File: src/rtl/alu_seq_pkg.sv
// Shared opcodes, FSM states and constants for the sequential ALU.
// DIVU is only built when ALU_SEQ_DIV_EN is defined.
package alu_seq_pkg;

  localparam logic [2:0] OP_ADD  = 3'b000;
  localparam logic [2:0] OP_SUB  = 3'b001;
  localparam logic [2:0] OP_AND  = 3'b010;
  localparam logic [2:0] OP_OR   = 3'b011;
  localparam logic [2:0] OP_SLT  = 3'b100;
  localparam logic [2:0] OP_XOR  = 3'b101;
  localparam logic [2:0] OP_MULU = 3'b110;
  localparam logic [2:0] OP_DIVU = 3'b111;

  typedef enum logic [1:0] {
    ST_IDLE = 2'd0,
    ST_ITER = 2'd1,
    ST_DONE = 2'd2
  } state_t;

  // Divide-by-zero quotient is this bit replicated across the result width.
  localparam logic DIV_ZERO_QUOT_BIT = 1'b1;

endpackage

File: src/rtl/alu_seq_muldiv.sv
// Iterative shift-add multiplier / restoring divider, one iteration per step.
// The divider half exists only when ALU_SEQ_DIV_EN is defined.
module alu_seq_muldiv
  import alu_seq_pkg::*;
#(
  parameter int unsigned WIDTH = 32
) (
  input  logic             clock,
  input  logic             reset,
  input  logic             load,
  input  logic             mode,
  input  logic             step,
  input  logic [WIDTH-1:0] a,
  input  logic [WIDTH-1:0] b,
  output logic             last_c,
  output logic [WIDTH-1:0] res_lo_c,
  output logic [WIDTH-1:0] res_hi_c
);

  localparam int unsigned CW = $clog2(WIDTH);

  logic [WIDTH-1:0] hi_q;
  logic [WIDTH-1:0] lo_q;
  logic [WIDTH-1:0] op_b;
  logic [CW-1:0]    cnt;

  logic [WIDTH:0]   mul_sum;
  logic [WIDTH-1:0] mul_hi_n;
  logic [WIDTH-1:0] mul_lo_n;

  // Shift-add: conditionally add multiplicand, then shift {hi,lo} right one bit.
  always_comb begin
    mul_sum  = {1'b0, hi_q} + (lo_q[0] ? {1'b0, op_b} : '0);
    mul_hi_n = mul_sum[WIDTH:1];
    mul_lo_n = {mul_sum[0], lo_q[WIDTH-1:1]};
  end

`ifdef ALU_SEQ_DIV_EN
  logic             mode_q;
  logic [WIDTH:0]   div_shift;
  logic [WIDTH:0]   div_diff;

  // Restoring step: shift in the next dividend bit, keep the difference if non-negative.
  always_comb begin
    div_shift = {hi_q, lo_q[WIDTH-1]};
    div_diff  = div_shift - {1'b0, op_b};
    res_lo_c  = mul_lo_n;
    res_hi_c  = mul_hi_n;
    if (mode_q) begin
      if (div_diff[WIDTH]) begin
        res_hi_c = div_shift[WIDTH-1:0];
        res_lo_c = {lo_q[WIDTH-2:0], 1'b0};
      end else begin
        res_hi_c = div_diff[WIDTH-1:0];
        res_lo_c = {lo_q[WIDTH-2:0], 1'b1};
      end
    end
  end

  always_ff @(posedge clock) begin
    if (reset) begin
      mode_q <= 1'b0;
    end else if (load) begin
      mode_q <= mode;
    end
  end
`else
  logic unused_mode;
  assign unused_mode = mode;

  always_comb begin
    res_lo_c = mul_lo_n;
    res_hi_c = mul_hi_n;
  end
`endif

  always_ff @(posedge clock) begin
    if (reset) begin
      hi_q <= '0;
      lo_q <= '0;
      op_b <= '0;
      cnt  <= '0;
    end else if (load) begin
      hi_q <= '0;
      lo_q <= a;
      op_b <= b;
      cnt  <= CW'(WIDTH - 1);
    end else if (step) begin
      hi_q <= res_hi_c;
      lo_q <= res_lo_c;
      cnt  <= cnt - CW'(1);
    end
  end

  assign last_c = (cnt == '0);

endmodule

File: src/rtl/alu_seq.sv
// Multi-cycle ALU: single-cycle logic/arith ops plus iterative MULU/DIVU.
// Define ALU_SEQ_DIV_EN to build the divider; otherwise opcode 111 returns zeros.
module alu_seq
  import alu_seq_pkg::*;
#(
  parameter int unsigned WIDTH = 32
) (
  input  logic             clock,
  input  logic             reset,
  input  logic             start,
  input  logic [2:0]       selector,
  input  logic [WIDTH-1:0] input_data_A,
  input  logic [WIDTH-1:0] input_data_B,
  output logic             busy,
  output logic             done,
  output logic [WIDTH-1:0] output_data,
  output logic [WIDTH-1:0] output_data_hi,
  output logic             zeroFlag,
  output logic             divZero
);

  state_t           state;
  logic             iter_op_c;
  logic             md_load_c;
  logic             md_mode_c;
  logic             md_last_c;
  logic [WIDTH-1:0] md_lo_c;
  logic [WIDTH-1:0] md_hi_c;
  logic [WIDTH-1:0] single_lo_c;
  logic [WIDTH-1:0] single_hi_c;
  logic             single_dz_c;

  // Single-cycle results and the decision whether the op needs iterations.
  always_comb begin
    single_lo_c = '0;
    single_hi_c = '0;
    single_dz_c = 1'b0;
    iter_op_c   = 1'b0;
    case (selector)
      OP_ADD:  single_lo_c = input_data_A + input_data_B;
      OP_SUB:  single_lo_c = input_data_A - input_data_B;
      OP_AND:  single_lo_c = input_data_A & input_data_B;
      OP_OR:   single_lo_c = input_data_A | input_data_B;
      OP_SLT:  single_lo_c = WIDTH'($signed(input_data_A) < $signed(input_data_B));
      OP_XOR:  single_lo_c = input_data_A ^ input_data_B;
      OP_MULU: iter_op_c   = 1'b1;
      OP_DIVU: begin
`ifdef ALU_SEQ_DIV_EN
        if (input_data_B == '0) begin
          single_lo_c = {WIDTH{DIV_ZERO_QUOT_BIT}};
          single_hi_c = input_data_A;
          single_dz_c = 1'b1;
        end else begin
          iter_op_c = 1'b1;
        end
`endif
      end
      default: ;
    endcase
  end

  assign md_load_c = (state == ST_IDLE) && start && iter_op_c;
  assign md_mode_c = (selector == OP_DIVU);

  alu_seq_muldiv #(
    .WIDTH(WIDTH)
  ) u_muldiv (
    .clock    (clock),
    .reset    (reset),
    .load     (md_load_c),
    .mode     (md_mode_c),
    .step     (state == ST_ITER),
    .a        (input_data_A),
    .b        (input_data_B),
    .last_c   (md_last_c),
    .res_lo_c (md_lo_c),
    .res_hi_c (md_hi_c)
  );

  // Control FSM; result registers load on entry to DONE and hold afterwards.
  always_ff @(posedge clock) begin
    if (reset) begin
      state          <= ST_IDLE;
      busy           <= 1'b0;
      done           <= 1'b0;
      output_data    <= '0;
      output_data_hi <= '0;
      zeroFlag       <= 1'b0;
      divZero        <= 1'b0;
    end else begin
      done <= 1'b0;
      case (state)
        ST_IDLE: begin
          if (start) begin
            busy <= 1'b1;
            if (iter_op_c) begin
              state <= ST_ITER;
            end else begin
              state          <= ST_DONE;
              done           <= 1'b1;
              output_data    <= single_lo_c;
              output_data_hi <= single_hi_c;
              zeroFlag       <= (single_lo_c == '0);
              divZero        <= single_dz_c;
            end
          end
        end
        ST_ITER: begin
          if (md_last_c) begin
            state          <= ST_DONE;
            done           <= 1'b1;
            output_data    <= md_lo_c;
            output_data_hi <= md_hi_c;
            zeroFlag       <= (md_lo_c == '0);
            divZero        <= 1'b0;
          end
        end
        ST_DONE: begin
          state <= ST_IDLE;
          busy  <= 1'b0;
        end
        default: begin
          state <= ST_IDLE;
          busy  <= 1'b0;
        end
      endcase
    end
  end

endmodule

File: config.mk
export PLATFORM = sky130hd
export DESIGN_NAME = alu_seq
export DESIGN_NICKNAME = d
export VERILOG_FILES = /design/src/rtl/alu_seq_pkg.sv /design/src/rtl/alu_seq_muldiv.sv /design/src/rtl/alu_seq.sv
export SDC_FILE = /design/constraint.sdc
export NUM_CORES = 1
export LEC_CHECK = 0
export CAP_MARGIN = 10
export CORE_ASPECT_RATIO = 0.75
export CORE_UTILIZATION = 40
export DETAILED_ROUTE_END_ITERATION = 8
export PLACE_DENSITY = 0.68
export SYNTH_ARGS = -nofsm -noshare
export SYNTH_HDL_FRONTEND = slang
export SYNTH_SLANG_ARGS = --single-unit
File: constraint.sdc
create_clock -name clock -period 5.38 [get_ports clock]
set_clock_uncertainty 0.15 [all_clocks]
set_input_delay 1.076 -clock clock [delete_from_list [all_inputs] [get_ports clock]]
set_output_delay 1.076 -clock clock [all_outputs]
set_load 0.005 [all_outputs]
* Word-level counts from Yosys, hierarchy flattened
Index checks and enable logic that the tools add are counted.
** Cells by class
- Eq/ne operators :: 10
- Bitwise gates (word level) :: 4
- Mux-type cells :: 33
- Magnitude comparators :: 1
- Add/subtract/negate cells :: 4
- Reduce and logical (&&, ||, !) cells :: 13
** Operators with widths (number)
- 2-to-1 mux 32 bit :: 9
- case mux 32 bit (6 select lines) :: 1
- case mux 32 bit (2 select lines) :: 2
- logical NOT 32 bit :: 2
- adder 32 x 33 -> 33 bit :: 1
- adder 32 bit :: 1
- bitwise AND 32 bit :: 1
- less-than comparator 32 bit :: 1
- bitwise OR 32 bit :: 1
- subtractor 32 bit :: 1
- bitwise XOR 32 bit :: 1
- 2-to-1 mux 1 bit :: 11
- 2-to-1 mux 5 bit :: 2
- == test 3 bit, second input constant :: 3
- case mux 1 bit (2 select lines) :: 4
- == test 3 x 2 -> 1 bit, second input constant :: 2
- 2-to-1 mux 2 bit :: 3
- != test 2 bit, second input constant :: 3
- logical NOT 5 bit :: 1
- subtractor 5 x 1 -> 5 bit, second input constant :: 1
- case mux 2 bit (2 select lines) :: 1
- AND reduction 2 bit :: 2
- AND reduction 4 bit :: 1
- nonzero test 2 bit :: 2
- other kinds (7) :: 8
** Storage, ports and cells
- Bits in registers :: 171
- Output and inout port bits :: 68
- Input port bits :: 70

* Longest topological paths before layout
Gate-level depths: netlist of the first run.
- Depth after elaboration :: 6
- Mapped depth :: 15
- Gate-level depth less buffers :: 15

* Hierarchy
From an unflattened synthesis of the first run, not the netlist that was laid out.
** Unflattened totals
- Cells, all modules :: 2053
- Area total of the unflattened synthesis :: 15118.2 µm²
** By module, submodules not included
- alu_seq :: area each 8694.6 µm², cells an instance 1263, seq. area each 1381.3 µm², times used 1
- alu_seq_muldiv :: area each 6423.7 µm², cells an instance 790, seq. area each 2021.9 µm², times used 1

* Worst setup path after synthesis of the first run
OpenSTA, ideal clock, no wires.
- Path kind :: in2reg
- From :: input port input_data_A[0]
- To :: register zeroFlag
- Stages on the path :: 13
- Required time :: 5.172 ns
- Arrival :: 3.957 ns
- Setup slack :: 1.214 ns
- Cells stage by stage :: ha_1 fa_1 a211oi_1 o21ai_1 a31oi_2 o31a_1 nor2_1 a211oi_1 o21ai_1 or4_1 nor4_1 and4_1 a31o_1
** On the way
- Word-level cells in the longest chain between the ends :: 6
- Elaborated cells between the ends (all ways) :: 11
- Those cells by class :: add/sub (2); order compare (1); mux (4); bitwise (3); reduce/logical (1)
** Ends and longest elaborated chain
- from (decl) :: RTL line alu_seq.sv:12 : input logic [WIDTH-1:0] input_data_A,
- subtractor 32 bit (tied with other cells) :: RTL line alu_seq.sv:41 : OP_SUB: single_lo_c = input_data_A - input_data_B;
- case mux 32 bit (6 select lines) * :: RTL line alu_seq.sv:39 : case (selector)
- logical NOT 32 bit * :: RTL line alu_seq.sv:103 : zeroFlag <= (single_lo_c == '0);
- 2-to-1 mux 1 bit * :: RTL line alu_seq.sv:96 : if (iter_op_c) begin
- 2-to-1 mux 1 bit * :: RTL line alu_seq.sv:94 : if (start) begin
- case mux 1 bit (2 select lines) * :: RTL line alu_seq.sv:92 : case (state)
- to (signal assigned) :: RTL line alu_seq.sv:103
- to (signal assigned) :: RTL line alu_seq.sv:114 : zeroFlag <= (md_lo_c == '0);
- to (decl) :: RTL line alu_seq.sv:18 : output logic zeroFlag,
Mark *: on every way between the ends. The rest lies on a longest branch, timed or not. The select of a mux whose other input is x is not followed.
A chain may end at the register's enable or synchronous reset.

* Worst setup path after layout of the first run
- From :: input port input_data_B[1]
- To :: register zeroFlag
** On the way
- Word-level cells in the longest chain between the ends :: 6
- Elaborated cells between the ends (all ways) :: 11
- Those cells by class :: add/sub (2); order compare (1); mux (4); bitwise (3); reduce/logical (1)
** Ends and longest elaborated chain
- from (decl) :: RTL line alu_seq.sv:13 : input logic [WIDTH-1:0] input_data_B,
- subtractor 32 bit (tied with other cells) :: RTL line alu_seq.sv:41
- case mux 32 bit (6 select lines) * :: RTL line alu_seq.sv:39
- logical NOT 32 bit * :: RTL line alu_seq.sv:103
- 2-to-1 mux 1 bit * :: RTL line alu_seq.sv:96
- 2-to-1 mux 1 bit * :: RTL line alu_seq.sv:94
- case mux 1 bit (2 select lines) * :: RTL line alu_seq.sv:92
Marks and branches as above.

==> results of run 1 <==
-- synth_stat cells (all sizes together), types with 9 or more instances --
cell	n	area share
and2	39	0.018
a22oi	9	0.0050
o21bai	16	0.0089
nand4	10	0.0046
mux2i	9	0.0067
xnor2	40	0.026
buf	23	0.0088
nand3	36	0.013
nor2b	16	0.0076
a211oi	38	0.022
inv	105	0.029
xor2	13	0.0084
a21oi	234	0.087
a311oi	34	0.022
or2	10	0.0046
a21boi	9	0.0050
ha	137	0.13
dfxtp	170	0.25
a21o	33	0.018
a31oi	15	0.0085
o21a	11	0.0061
clkbuf	95	0.026
nand2b	18	0.0083
nor4	20	0.0093
o211ai	23	0.013
a221oi	9	0.0068
nor3	34	0.013
nor2	179	0.050
o31ai	12	0.0067
nand2	292	0.081
o21ai	66	0.024
-- cell type report --
cell class,count,area (um2),area share
clock buffers,18,439,0.0269
clock inverters,14,161,0.00988
inverters,105,394,0.0241
multi-input cells,1466,9290,0.569
flip-flops and latches,170,3400,0.208
well taps,442,553,0.0338
repair buffers,232,2100,0.128
-- metal layers --
| layer | wire length [um] | global-route usage | vias up | share of wire |
|---|---|---|---|---|
| met5 | 0 | 0 | - | 0 |
| met4 | 1220 | 0.0821 | 0 | 0.025 |
| met3 | 3420 | 0.0345 | 65 | 0.070 |
| met2 | 21000 | 0.428 | 599 | 0.43 |
| met1 | 22800 | 0.394 | 6660 | 0.47 |
| li1 | - | - | 6794 | - |
-- stage by stage --
| step | hold WS (ps) | cells | total power (uW) | util | worst slack, ps |
|---|---|---|---|---|---|
| floorplan | 282 | 1859 | 1910 | - | 1210 |
| global placement | 290 | 2415 | 2310 | 0.480 | 175 |
| detailed placement | 293 | 2415 | 2310 | 0.480 | 108 |
| CTS | 302 | 2447 | 3570 | 0.498 | 536 |
| global route | 321 | 2447 | 3730 | 0.498 | 190 |
| finish | 300 | 2447 | 3580 | 0.498 | 484 |
-- sequential cells by signal, summed over array words and instances, names as in the netlist --
signal	flops
busy	1
u_muldiv.lo_q	32
output_data	32
u_muldiv.cnt	5
done	1
u_muldiv.hi_q	32
u_muldiv.op_b	32
state	2
zeroFlag	1
output_data_hi	32
-- cells by family after synthesis --
| kind of cell | synth area share |
|---|---|
| DFF | 0.252 |
| and+or+nand+nor | 0.230 |
| xor gates and xnor gates | 0.0343 |
| AOI/OAI and AO/OA | 0.281 |
| muxes | 0.00666 |
| buffers and inverters | 0.0643 |
| adders and majority gates | 0.131 |
| other | 0.000277 |
-- tightest hold or removal path: stages, from the launching register on --
cell and delay, ps:
dfxtp_1 310, nand2_1 50, a21oi_1 50
-- how the worst max path moves through the flow --
stage / start / endpoint / slack [ps] / depth (start not counted)
after floorplan: input_data_A[0] / zeroFlag$_SDFFE_PP0P_ / 1210 / 13
after global placement: input_data_A[12] / zeroFlag$_SDFFE_PP0P_ / 170 / 15
after detailed placement: input_data_B[1] / zeroFlag$_SDFFE_PP0P_ / 110 / 15
after CTS: input_data_B[1] / zeroFlag$_SDFFE_PP0P_ / 540 / 15
after global routing: input_data_B[1] / zeroFlag$_SDFFE_PP0P_ / 190 / 14
final: input_data_B[1] / zeroFlag$_SDFFE_PP0P_ / 480 / 14
-- power groups by stage --
stage               combinational [uW]  clock (uW)  sequential, uW
floorplan                          569           0            1340
global placement                   960           0            1350
detailed placement                 961           0            1350
CTS                                967        1280            1320
global route                      1060        1340            1330
finish                             986        1270            1320
==> impl_results.md, run 1 <==
* Hold_buf cts at 0
* Sequential fraction of the synthesis area at 0.252
* Clock slew at reported path FFs at roughly 70 ps
* Sequential share of power at 0.370
* Crit-path cells: clkdlybuf4s50_1 > inv_1 > ha_1 > a211oi_1 > o21ai_0 > a31oi_1 > o21ai_0 > a22oi_1 > o21ai_0 > or4_1 > nor4_1 > buf_4 > and4_1 > a31o_1
* Core box area at about 0.033 mm2
* Slew headroom at 0.359
* Nets at 2202
* Number of flops mapped to enable cells by yosys at 0
* Hold depth at 2
* Leakage at 0.00680 uW
* # DRC at 0
* Diodes inserted at 0
* Die height at approximately 160 um
* Synthesis warning total at 0
* Via density at 5.77
* RSZ-0062 raised after global routing: false
* GR Overflow Total at 0
* Die area at ~0.035 mm2
* CTS tree: built
* FF-to-FF setup slack at about 880 ps
* I/O pin count at 138
* Run status: complete, no violations
* Finish-stage setup viols at 0
* H-tree levels at 4
* Crit path time final at 4900 ps
* Num CTS Buffers at 17
* Slew Limit Fails at 0
* Die Wd at about 210 um
* Final instance area at 0.0163 mm2
* Row count at between 50 and 60
* CP max stage cell: clkdlybuf4s50_1
* CTS max path bufs at 2
* Clock Latency Late Sink at 440 ps
* Flops & latches, synth at 170
* Post-CTS setup buffers at 0
* Post-Syn Nets at 2069
* PD cells at 219 mW/mm2
* Reg2Reg Depth at 15
* Commonest non-fill, non-tap cell in the layout: nand2_1
* Fillers at between 3000 and 4000
* Fraction of layout cells with a size suffix above 1 at 0.0838
* GPL Wtd Cong at approximately 0.94
* Synth Area per Inst at between 7 and 8 um2
* Switching share of power at 0.330
* Highest-count cells in the layout ignoring fill and taps: 292 x nand2_1, 233 x a21oi_1, 178 x nor2_1
* VDD IR max at roughly 0.17 mV
* Hold Fails Final Rpt at 0
* Post-Synthesis Cells at ~1900
* Via count at approximately 14000
* Worst R2R Start: u_muldiv.lo_q[0]$_SDFFE_PP0P_
* Critical path arrival at 5130 ps
* Unique cell type count in the Yosys netlist at 90
* Setup CP Type: in -> reg
* R2R Path End: output_data_hi[29]$_SDFFE_PP0P_
* Detailed Route Iter0 Violations at 1415
* Vias in the first global route at 13315
* Syn Std Cell Area at approximately 0.014 mm2
* PortBufs at 136
* Starting Density at 0.412
* Hold Crit Class: reg -> reg
* Drt first pass iters at 5
* TNS Setup at 0 ps
* Sw Pwr at 1180 uW
* GRT Util Overall at 0.275
* Asr flop ratio synth at 0
* CP bufs+invs at 3
* Wire length per cell at 19.8 um
* Actual slew at the worst max-slew pin at between 900 and 1000 ps
* Root Driver: clkbuf_16
* Max Clk Rate at approximately 0.20 GHz
* Post-cts sizing count at 0
* Clk sink count at 170
* Largest net degree at the start of global routing at 100
* Main synth FF type: dfxtp_1
* Top delay family on crit path: compound AO/OA/AOI/OAI gates
* Crit path required time at 5610 ps
* Crit start category: input pin
* Final ANT Viol Nets at 0
* Global-route wire length before repair at 75300 um
* Max FO, Critical Path at 4
* Min-delay src: output_data_hi[13]$_SDFFE_PP0P_
* Area grow syn2layout at 20.8%
* Comb pwr share at 0.275
* Crit share post-route at 0.910
* CP dominant cell by count: o21ai_0
* CP Capture Type: register
* Crit path largest cell delay at 570 ps
* Initial antenna violation count at 0
* Max-cap violation count at 0
* Worst Hold End: output_data_hi[13]$_SDFFE_PP0P_
* Clock power share at 0.355
* Cell Int Power at 2400 uW
* Dpl hpwl at 37100 um
* WL final at 48400 um
* Area after DPL at 0.0157 mm2
Power figures use the tool's default switching activity.
==> run 2: changes to the inputs <==
PLACE_DENSITY = 0.7   (was 0.68)
clock period = 4.1 ns   (was 5.38 ns; I/O delays follow)
==> impl_results.md, run 2 (synthesis gave the netlist of run 1 again) <==
* Hold Fails Final Rpt at 0
* Row count at 57
* Comb pwr share at 0.341
* Area after DPL at about 0.017 mm2
* Worst R2R Start: u_muldiv.lo_q[0]$_SDFFE_PP0P_
* Clk sink count at 170
* Detailed Route Iter0 Violations at about 1400
* Slew Limit Fails at 0
* Dpl hpwl at approximately 40000 um
* Fillers at 3060
* Core box area at 0.0328 mm2
* Nets at around 2500
* VDD IR max at 0.263 mV
* CTS tree: built
* Crit path time final at between 3000 and 4000 ps
* Final ANT Viol Nets at 0
* Area grow syn2layout at 40.4%
* Die Wd at 214 um
* Max FO, Critical Path at 4
* Wire length per cell at 19.2 um
* GRT Util Overall at 0.293
* Fraction of layout cells with a size suffix above 1 at 0.233
* Num CTS Buffers at 17
* Initial antenna violation count at 2
* Via density at 5.64
* PD cells at 265 mW/mm2
* H-tree levels at 4
* Final WS setup at ~120 ps
* CP Capture Type: register
* Cell Int Power at 3390 uW
* Vias in the first global route at ~15000
* Global-route wire length before repair at 80300 um
* Starting Density at 0.412
* Die area at 0.0346 mm2
* Crit share post-route at 0.970
* Diodes inserted at 0
* Tot Pwr at 5040 uW
* Clock slew at reported path FFs at 70 ps
* Slew headroom at 0.381
* I/O pin count at ~140
* Min-delay src: output_data_hi[23]$_SDFFE_PP0P_
* Actual slew at the worst max-slew pin at ~930 ps
* Cells after DPL at 2646
* Switching share of power at 0.326
* GR Overflow Total at 0
* Commonest non-fill, non-tap cell in the layout: buf_4
* Leakage at 0.00834 uW
* Max-cap violation count at 0
* WL final at a little over 50000 um
* Critical path arrival at 4230 ps
* Dpl ws at -856 ps
* Drt first pass iters at 6
* CTS max path bufs at 2
* Crit start category: input pin
* Setup CP Type: in -> reg
* Crit path required time at 4350 ps
* Via count at approximately 15000
* Clock Latency Late Sink at 440 ps
* GPL Wtd Cong at 0.929
* PortBufs at 136
* Hold Crit Class: reg -> reg
* Worst setup path startpoint: input_data_B[1]
* Sequential share of power at 0.345
* Highest-count cells in the layout ignoring fill and taps: 339 x buf_4, 290 x nand2_1, 224 x a21oi_1
* Run status: complete, no violations
* Largest net degree at the start of global routing at 87
* Final instance area at 0.0190 mm2
* Clock power share at 0.314
* Finish-stage setup viols at 0
* Sw Pwr at 1640 uW
* Die height at 161 um
* Root Driver: clkbuf_16
* Hold_buf cts at 0
* # DRC at 0
* Max Clk Rate at 0.251 GHz
* Final cell count without fillers at 2699
run 2: cell count changes in the layout (fill, tap and decap cells not counted), sizes merged:
cell and delta:
buf +252, clkdlybuf4s50 -31, dlymetal6s2s +28, clkbuf +6, inv -5, dlygate4sd2 +3
bufinv -1, clkinv -1, clkinvlp +1
run 2: path summary, 6_finish.rpt:
path                            cells after the start                         endpoint  slack, ps
worst max register to register                     13  output_data_hi[28]$_SDFFE_PP0P_        180
worst max-delay path                               19            zeroFlag$_SDFFE_PP0P_        120
worst min-delay path                                2  output_data_hi[23]$_SDFFE_PP0P_        300
worst min register to register                      2  output_data_hi[23]$_SDFFE_PP0P_        300
run 2: layer usage:
metal	part of all wire	routed length [um]	GRT usage
met5	0.00023	12	0
met4	0.022	1160	0.0799
met3	0.068	3510	0.0480
met2	0.45	23400	0.475
met1	0.46	23700	0.401
run 2: worst max-delay path, cell delays in order:
cell and delay (ps):
dlygate4sd2_1 230, inv_2 60, buf_4 140, ha_1 180
o21bai_4 190, a2111oi_4 330, buf_4 170, a311oi_4 120
buf_4 160, buf_4 140, nor3_1 180, xnor2_1 150
o22ai_1 100, a21oi_1 290, nand4_1 260, nor4_4 190
buf_4 160, and4_1 210, a31o_1 140
run 2: timing repair:
item                                    in CTS  in global routing
pin swaps                                   35                 46
setup buffers                                7                 14
endpoints found under the hold margin        0                  0
gates resized for setup                     58                136
endpoints found under the setup margin      14                 16
cloned                                       0                  0
run 2: area by class of cell:
class                   instances  area (um2)  share of cell area
well taps                     442         553              0.0291
clock buffers                  24         482              0.0254
repair buffers                484        4100               0.216
clock inverters                 8        88.8             0.00468
inverters                     105         394              0.0208
multi-input cells            1466        9970               0.525
flip-flops and latches        170        3400               0.179
run 2: stage by stage:
step | hold slack [ps] | TNS (ps) | utilization
after floorplan | 282 | 0 | -
after global placement | 291 | -10120 | 0.533
after detailed placement | 292 | -10870 | 0.533
after CTS | 301 | -15.3 | 0.560
after global routing | 316 | -0.710 | 0.579
final | 300 | 0 | 0.579
run 2: power by group through the flow:
stage	combinational [uW]	clock [uW]	sequential, uW
after floorplan	747	0	1760
after global placement	1520	0	1770
after detailed placement	1520	0	1770
after CTS	1590	1600	1740
after global routing	1840	1680	1740
final	1720	1580	1740
==> run 3: changes to the inputs <==
CORE_MARGIN = 5   (was not set)
==> impl_results.md, run 3 (synthesis gave the netlist of run 1 again) <==
* CP Capture Point: zeroFlag$_SDFFE_PP0P_
* Max-cap violation count at 0
* Commonest non-fill, non-tap cell in the layout: buf_4
* Diodes inserted at 0
* Initial antenna violation count at 0
* Fraction of layout cells with a size suffix above 1 at 0.235
* Die height at 169 um
* VDD IR max at 0.223 mV
* Nets at 2457
* Wire length per cell at between 15 and 20 um
* Clock Latency Late Sink at between 400 and 500 ps
* Cell Int Power at 3370 uW
* Crit path required time at 4290 ps
* Sw Pwr at 1680 uW
* FF-to-FF setup slack at about 260 ps
* Num CTS Buffers at 17
* Min-delay src: output_data_hi[20]$_SDFFE_PP0P_
* Hold depth at 2
* Drt first pass iters at 5
* Worst setup path startpoint: input_data_B[13]
* Crit share post-route at 0.986
* PortBufs at 136
* GR Overflow Total at 0
* Final cell count without fillers at between 2000 and 3000
* Switching share of power at 0.333
* Clock slew at reported path FFs at 70 ps
* PD cells at 265 mW/mm2
* Via density at 5.65
* Max FO, Critical Path at 6
* Root Driver: clkbuf_16
* I/O pin count at approximately 140
* CTS tree: built
* Hold Crit Class: reg -> reg
* CP Capture Type: register
* Cells after DPL at 2668
* GPL Wtd Cong at approximately 1
* RSZ-0062 raised after global routing: true
* Highest-count cells in the layout ignoring fill and taps: 343 x buf_4, 291 x nand2_1, 226 x a21oi_1
* Comb pwr share at 0.343
* Vias in the first global route at ~15000
* Run status: complete, no violations
* Crit start category: input pin
* Dpl ws at -843 ps
* Setup CP Type: in -> reg
* Slew Limit Fails at 0
* Final instance area at 0.0190 mm2
* Crit path time final at 4040 ps
* Leakage at 0.00835 uW
* Actual slew at the worst max-slew pin at 944 ps
* Sequential share of power at 0.344
* Final WS setup at 57.0 ps
* Critical path arrival at roughly 4200 ps
* TNS Setup at 0 ps
* Hold Fails Final Rpt at 0
* # DRC at 0
* Clk sink count at 170
* Dpl hpwl at 40900 um
* R2R Path End: output_data_hi[30]$_SDFFE_PP0P_
* Die Wd at 222 um
* Largest net degree at the start of global routing at 100
* Core box area at between 0.03 and 0.04 mm2
* Global-route wire length before repair at 82000 um
* Clock power share at 0.313
* Row count at 58
* Finish-stage setup viols at 0
* Worst R2R Start: u_muldiv.lo_q[0]$_SDFFE_PP0P_
* Area after DPL at 0.0176 mm2
* Area grow syn2layout at 40.7%
* H-tree levels at 4
* Die area at roughly 0.038 mm2
* Final ANT Viol Nets at 0
* CTS max path bufs at 2
* Starting Density at 0.404
* Reg2Reg Depth at 13
* GRT Util Overall at 0.270
* WL final at 53000 um
* Detailed Route Iter0 Violations at 1577
* Via count at 15304
* Slew headroom at 0.370
* Max Clk Rate at between 0.2 and 0.25 GHz
==> run 3: cell count changes in the layout (fill, tap and decap cells not counted), sizes merged, moves of 3 or more <==
cell,change
clkinvlp,+5
clkinv,-4
dlygate4sd2,+4
buf,+3
clkdlybuf4s50,-3
==> run 3: area by class of cell <==
type | instances | area (um2)
fillers | 3113 | 14400
multi-input cells | 1466 | 9980
repair buffers | 487 | 4110
flip-flops and latches | 170 | 3400
well taps | 450 | 563
clock buffers | 21 | 450
inverters | 105 | 404
clock inverters | 11 | 114
==> run 3: what timing repair did <==
action | CTS | global route
hold buffers | 0 | 0
setup buffers | 5 | 5
gates resized for setup | 89 | 110
endpoints found under the setup margin | 16 | 27
pin swaps | 33 | 46
==> run 3: layer usage <==
layer,vias up,global-route usage,part of all wire
li1,7324,-,-
met1,7281,0.379,0.46
met2,608,0.419,0.44
met3,91,0.0408,0.063
met4,0,0.105,0.042
met5,-,0,0
==> run 3: worst max-delay path, cell delays in order <==
cell and delay, ps:
clkdlybuf4s50_1 490, inv_1 90, ha_4 240, buf_4 170, nor3_2 170, a21oi_1 80, a32oi_2 290, a211oi_1 120
buf_4 150, a31o_2 290, a311o_1 380, or3_1 310, nand4_1 150, nor4_1 60, and4_1 220, a31o_1 200
==> run 3: metrics by stage <==
| stage | utilization | hold slack, ps | power (uW) |
|---|---|---|---|
| 4_1_cts | 0.556 | 302 | 4940 |
| 3_3_place_gp | 0.527 | 292 | 3310 |
| 5_1_grt | 0.569 | 319 | 5270 |
| 6_report | 0.569 | 300 | 5050 |
| 2_1_floorplan | - | 282 | 2510 |
| 3_5_place_dp | 0.527 | 294 | 3320 |
==> run 3: how the worst min path moves through the flow <==
stage                                      end  slack, ps
6_report       output_data_hi[20]$_SDFFE_PP0P_        300
5_1_grt          u_muldiv.op_b[3]$_SDFFE_PP0P_        320
4_1_cts          u_muldiv.op_b[6]$_SDFFE_PP0P_        300
3_5_place_dp     u_muldiv.op_b[6]$_SDFFE_PP0P_        290
3_3_place_gp    u_muldiv.op_b[30]$_SDFFE_PP0P_        290
2_1_floorplan    u_muldiv.op_b[0]$_SDFFE_PP0P_        280
==> run 3: power by group through the flow <==
stage / logic, uW / clock network (uW) / registers (uW)
after detailed placement: 1550 / 0 / 1770
after CTS: 1630 / 1580 / 1740
after global placement: 1540 / 0 / 1770
after global routing: 1850 / 1670 / 1740
final: 1730 / 1580 / 1740
after floorplan: 747 / 0 / 1760
==> edit 1, RTL diff (config.mk and constraints of run 3) <==
Re-encode `state_t` (3 states) as one-hot, 3 bits wide.
--- a/src/rtl/alu_seq_pkg.sv
+++ b/src/rtl/alu_seq_pkg.sv
@@ -11,10 +11,10 @@
   localparam logic [2:0] OP_MULU = 3'b110;
   localparam logic [2:0] OP_DIVU = 3'b111;
 
-  typedef enum logic [1:0] {
-    ST_IDLE = 2'd0,
-    ST_ITER = 2'd1,
-    ST_DONE = 2'd2
+  typedef enum logic [2:0] {
+    ST_IDLE = 3'b001,
+    ST_ITER = 3'b010,
+    ST_DONE = 3'b100
   } state_t;
 
   // Divide-by-zero quotient is this bit replicated across the result width.
Behaviour: no difference found for any inputs over 4 cycles, from zero or initial values and one cycle with reset high; so few cycles prove little.
==> edit 1 against run 3 <==
  * Wire length is 5.2% higher
  * Die area is 2.4% higher
  * Worst hold slack better by 0.0056 ns
  * Via count is 4.0% higher
  * Worst setup slack worse by 0.019 ns
  * Area after synthesis is 2.5% higher
  * Power is 2.4% higher
  * Sequential cell count is 1 higher
  * Global-route usage is 0.75 points higher
  * Cell area is 1.2% higher
  * Critical path type unchanged
  * Critical endpoint is now output_data[26]$_SDFFE_PP0P_
  * Largest power group unchanged
  * Highest routed layer unchanged
==> edit 1: results (changes against run 3) <==
| Metric | Value |
|---|---|
| 1st-iter DRT viols | `1731 (+9.8%)` |
| Initial antenna violation count | `1 (+1)` |
| FILL cells | `3199 (+2.8%)` |
| Post-placement cell count | `2705 (+1.4%)` |
| Run status | `complete, no violations` |
| Post-Route WL | `55.79 mm (+5.2%)` |
| FF-to-FF Start | `u_muldiv.op_b[0]$_SDFFE_PP0P_` |
| Post-Layout Cell Count | `2761 (+1.9%)` |
| Hold path start | `u_muldiv.op_b[22]$_SDFFE_PP0P_` |
| Crit-path max cell delay | `0.36 ns (-0.13 ns)` |
| Overall Global Routing Usage | `27.72% (+0.75 points)` |
| Pre-CTS setup slack | `-0.8536 ns (-0.01050 ns)` |
| Post-synth cell types | `83 (-7.8%)` |
| Top post-synthesis cells by area | `dfxtp_1 25%, ha_1 12%, nand2_1 8.1%` |
| Top cell type's share of synthesized area | `24.69% (-0.48 points)` |
| Crit Reg-Reg Endpoint | `output_data_hi[29]$_SDFFE_PP0P_` |
| Total number of vias | `15910 (+4.0%)` |
| Arr. time, crit path | `4.30 ns (+0.07 ns)` |
| HPWL after DPL | `42.95 mm (+5.0%)` |
| Top cells by count, synth | `298 x nand2_1, 191 x a21oi_1, 181 x nor2_1` |
| Leak pwr | `8.344 nW (about the same)` |
| Share of layout cells above drive strength 1 | `22.01% (-1.5 points)` |
| Global-route wire length before repair | `85.30 mm (+4.1%)` |
| Relative slew slack | `28.91% (-8.1 points)` |
| Max VDD drop | `226.3 uV (+1.5%)` |
| R2R setup slack | `0.17 ns (-0.09 ns)` |
| Worst Hold Endpoint | `u_muldiv.op_b[22]$_SDFFE_PP0P_` |
| Sequential-to-total area share from yosys stat | `24.69% (-0.48 points)` |
-- edit 1: changes by cell type after synthesis, sizes merged, moves of 6 or more --
cell / before / now
a211oi: 38 / 29
and3: 6 / 13
nand2: 292 / 298
a21oi: 234 / 191
clkbuf: 95 / 105
xnor2: 40 / 30
a211o: 4 / 12
o21ai: 66 / 102
a21o: 33 / 47
mux2i: 9 / 19
-- edit 1: per-stage QoR --
stage / util (%) / hold slack [ns] / power [mW]
floorplan: - / 0.2817 / 2.502
global placement: 51.65 / 0.2897 / 3.283
detailed placement: 51.65 / 0.2928 / 3.292
CTS: 54.64 / 0.3028 / 5.085
global route: 55.85 / 0.3177 / 5.351
finish: 55.85 / 0.3058 / 5.164
-- edit 1: repair_timing --
action,CTS,global route
buffers inserted,11,14
pin swaps,29,39
gates resized for setup,97,87
hold buffers,0,0
setup endpoints to repair,15,17
-- edit 1: cells by family (layout without fill, tap and decap cells) --
kind of cell | after synthesis | after routing | share of synthesized area, %
DFF | 171 | 171 | 24.69
buffers and inverters | 227 | 619 | 6.253
xor gates and xnor gates | 42 | 42 | 2.653
other | 1 | 1 | 0.02704
muxes | 20 | 20 | 1.453
adders and majority gates | 140 | 140 | 12.79
and+or+nand+nor | 713 | 713 | 23.31
AOI/OAI and AO/OA | 598 | 598 | 28.82
-- edit 1: cell type report --
cell class / count / share of cell area [%]
inverters: 104 / 2.047
well taps: 457 / 2.970
repair buffers: 483 / 20.77
flip-flops and latches: 171 / 17.78
clock inverters: 15 / 0.9424
multi-input cells: 1514 / 53.28
clock buffers: 17 / 2.210
-- edit 1: how the worst max path moves through the flow --
stage	slack, ns	from	to	cells past startpoint
floorplan	0.30	input_data_A[0]	zeroFlag$_SDFFE_PP0P_	12
global placement	-0.77	input_data_A[2]	zeroFlag$_SDFFE_PP0P_	16
detailed placement	-0.85	input_data_A[0]	zeroFlag$_SDFFE_PP0P_	14
CTS	-0.006	input_data_B[9]	zeroFlag$_SDFFE_PP0P_	15
global route	-0.006	input_data_A[0]	output_data[26]$_SDFFE_PP0P_	20
finish	0.04	input_data_B[2]	output_data[26]$_SDFFE_PP0P_	19
-- edit 1: power by group --
| group | total [mW] | internal (mW) | switching (mW) |
|---|---|---|---|
| clock | 1.73 | 0.924 | 0.803 |
| sequential | 1.74 | 1.70 | 0.0371 |
| combinational | 1.70 | 0.786 | 0.909 |
| total | 5.16 | 3.41 | 1.75 |
-- edit 1: per-layer routing --
layer,up-vias,global-route usage [%],part of all wire (%)
met4,0,11.27,4.3
met1,7498,38.49,44
met3,122,4.487,7.9
met2,741,43.15,43
li1,7552,-,-
met5,-,0,0
==> edit 2, RTL diff (settings of run 3) <==
Made on the original files. `WIDTH` is set to 32 in 2 places; all go to 16.
--- a/src/rtl/alu_seq_muldiv.sv
+++ b/src/rtl/alu_seq_muldiv.sv
@@ -3,7 +3,7 @@
 module alu_seq_muldiv
   import alu_seq_pkg::*;
 #(
-  parameter int unsigned WIDTH = 32
+  parameter int unsigned WIDTH = 16
 ) (
   input  logic             clock,
   input  logic             reset,
--- a/src/rtl/alu_seq.sv
+++ b/src/rtl/alu_seq.sv
@@ -3,7 +3,7 @@
 module alu_seq
   import alu_seq_pkg::*;
 #(
-  parameter int unsigned WIDTH = 32
+  parameter int unsigned WIDTH = 16
 ) (
   input  logic             clock,
   input  logic             reset,
Ports: changed (resized input_data_A, input_data_B, output_data and output_data_hi); port bits go from 138 to 74. The function was not compared with the original's and may differ.
==> edit 2 against run 3 <==
  * Global-route usage shrank 5.8 points
  * Register-to-register slack gained 0.29 ns
  * Worst hold slack gained 0.0033 ns
  * Power shrank 53%
  * Via count shrank 55%
  * Wire length shrank 60%
  * Sequential power shrank 47%
  * Synthesized cell count shrank 50%
  * First-iteration DRC count shrank 64%
  * Cell area shrank 56%
  * Fmax grew 5.7%
  * Sequential cell count shrank 81
  * Worst setup slack gained 0.22 ns
  * Area after synthesis shrank 49%
  * Critical path type unchanged
  * Critical endpoint is now output_data[14]$_SDFFE_PP0P_
  * Highest routed layer unchanged
==> edit 2: results (changes against run 3) <==
| Metric | Value |
|---|---|
| Run status | `complete, no violations` |
| Slowest CP cell | `clkdlybuf4s50_1` |
| Sequential-to-total area share from yosys stat | `25.88% (+0.72 points)` |
| DRC viols | `0 (unchanged)` |
| ANT cells | `0 (unchanged)` |
| Port buffer count | `72 (-47%)` |
| Crit-path max cell delay | `0.55 ns (+0.06 ns)` |
| Max VDD drop | `167.8 uV (-25%)` |
| Worst-path maximum fanout | `5 (-1)` |
| Inserted Clock Buffers | `9 (-8)` |
| # resized after CTS | `0 (-100%)` |
| Post-synth cell types | `78 (-13%)` |
| Post-placement cell count | `1210 (-55%)` |
| Clk Tree Root Cell | `clkbuf_16` |
| Post-CTS Setup Bufs | `0 (-5)` |
| Gp weighted congestion | `0.9898 (about the same)` |
| Wire length per cell | `17.26 um (-12%)` |
| Vias in the first global route | `6216 (-58%)` |
| Pint | `1.634 mW (-51%)` |
| Met2 routed WL | `8.808 mm (-62%)` |
| Met1 Track Usage GR | `32.31% (-5.6 points)` |
| Critical path's top delay family | `compound AO/OA/AOI/OAI gates` |
| Worst Max-Slew Pin Slew | `0.6655 ns (-0.2789 ns)` |
| Post-synth ARST share | `0% (unchanged)` |
| Leak pwr | `3.471 nW (-58%)` |
| 1st-iter DRT viols | `563 (-64%)` |
| Arr. time, crit path | `3.93 ns (-0.30 ns)` |
| Hold Path Cell Cnt | `2 (unchanged)` |
| Top cells by count, synth | `139 x nand2_1, 94 x nor2_1, 89 x a21oi_1, 89 x dfxtp_1, 70 x ha_1` |
| Synth Warn # | `0 (unchanged)` |
| Pre-CTS setup slack | `0.01059 ns (+0.8537 ns)` |
| HPWL after DPL | `16.33 mm (-60%)` |
| Placed cell area | `8084 um2 (-54%)` |
| Mapped Nets | `1034 (-50%)` |
| Wire length on met3 | `1.587 mm (-53%)` |
| Overall Global Routing Usage | `21.13% (-5.8 points)` |
| Top post-synthesis cells by area | `dfxtp_1 26%, ha_1 13%, nand2_1 7.6%` |
| DRT Pass-1 Iters | `5 (unchanged)` |
| Nets | `1117 (-55%)` |
| Share of layout cells above drive strength 1 | `10.09% (-13 points)` |
| CTS H-tree depth | `3 (-1)` |
| Hold Path Class | `flop to flop` |
| Worst-Skew Late Latency | `0.34 ns (-0.10 ns)` |
| Clock buffer depth | `2 (unchanged)` |
| Reg2reg path depth | `11 (-2)` |
| Post-Route WL | `21.16 mm (-60%)` |
| Via-per-instance ratio | `5.640 (-0.12%)` |
| Synth Instances | `923 (-50%)` |
| Top layer in use | `met4` |
| Largest net degree at the start of global routing | `49 (-51%)` |
| Initial antenna violation count | `0 (unchanged)` |
| Met3 GRT Util | `3.903% (-0.18 points)` |
| Global-route wire length before repair | `33.77 mm (-59%)` |
| Post-route met1 wirelength | `10.46 mm (-57%)` |
| GR Util met2 | `31.24% (-11 points)` |
edit 2: cell types whose count changed after synthesis, moves of 26 or more:
cell,delta
dfxtp_1,-81
o21ai_0,-31
nand2_1,-153
ha_1,-67
nor2_1,-85
xnor2_1,-26
a21oi_1,-145
clkbuf_1,-61
inv_1,-47
edit 2: power by group through the flow:
stage	clock, mW	combinational [mW]	sequential (mW)
finish	0.843	0.611	0.914
global route	0.897	0.669	0.917
CTS	0.862	0.603	0.913
floorplan	0	0.360	0.926
global placement	0	0.599	0.932
detailed placement	0	0.599	0.933
edit 2: cells by family after synthesis:
group	after synthesis	synth area share, %
simple gates	361	24.34
compound gates	256	25.86
buf+inv	117	6.870
flops	89	25.88
fa+ha+maj	73	13.60
xor+xnor	21	2.672
mux	5	0.7270
other cells	1	0.05447
edit 2: cell type report:
type                    count  area, um2
clock inverters             7      78.83
inverters                  58      217.7
clock buffers               9      225.2
repair buffers            131       1171
flip-flops and latches     89       1782
multi-input cells         717       4644
well taps                 215      269.0
fillers                  1651       8489
edit 2: worst paths after layout:
kind | from | to | slack (ns)
worst max-delay path | input_data_B[2] | output_data[14]$_SDFFE_PP0P_ | 0.27
worst max register to register | u_muldiv.lo_q[0]$_SDFFE_PP0P_ | output_data_hi[13]$_SDFFE_PP0P_ | 0.55
worst min-delay path | output_data_hi[15]$_SDFFE_PP0P_ | output_data_hi[15]$_SDFFE_PP0P_ | 0.30
worst min register to register | output_data_hi[15]$_SDFFE_PP0P_ | output_data_hi[15]$_SDFFE_PP0P_ | 0.30
edit 2: worst min-delay path: stages (launching register included):
cell and delay, ns:
dfxtp_1 0.31, nand2_1 0.05, a21oi_1 0.05
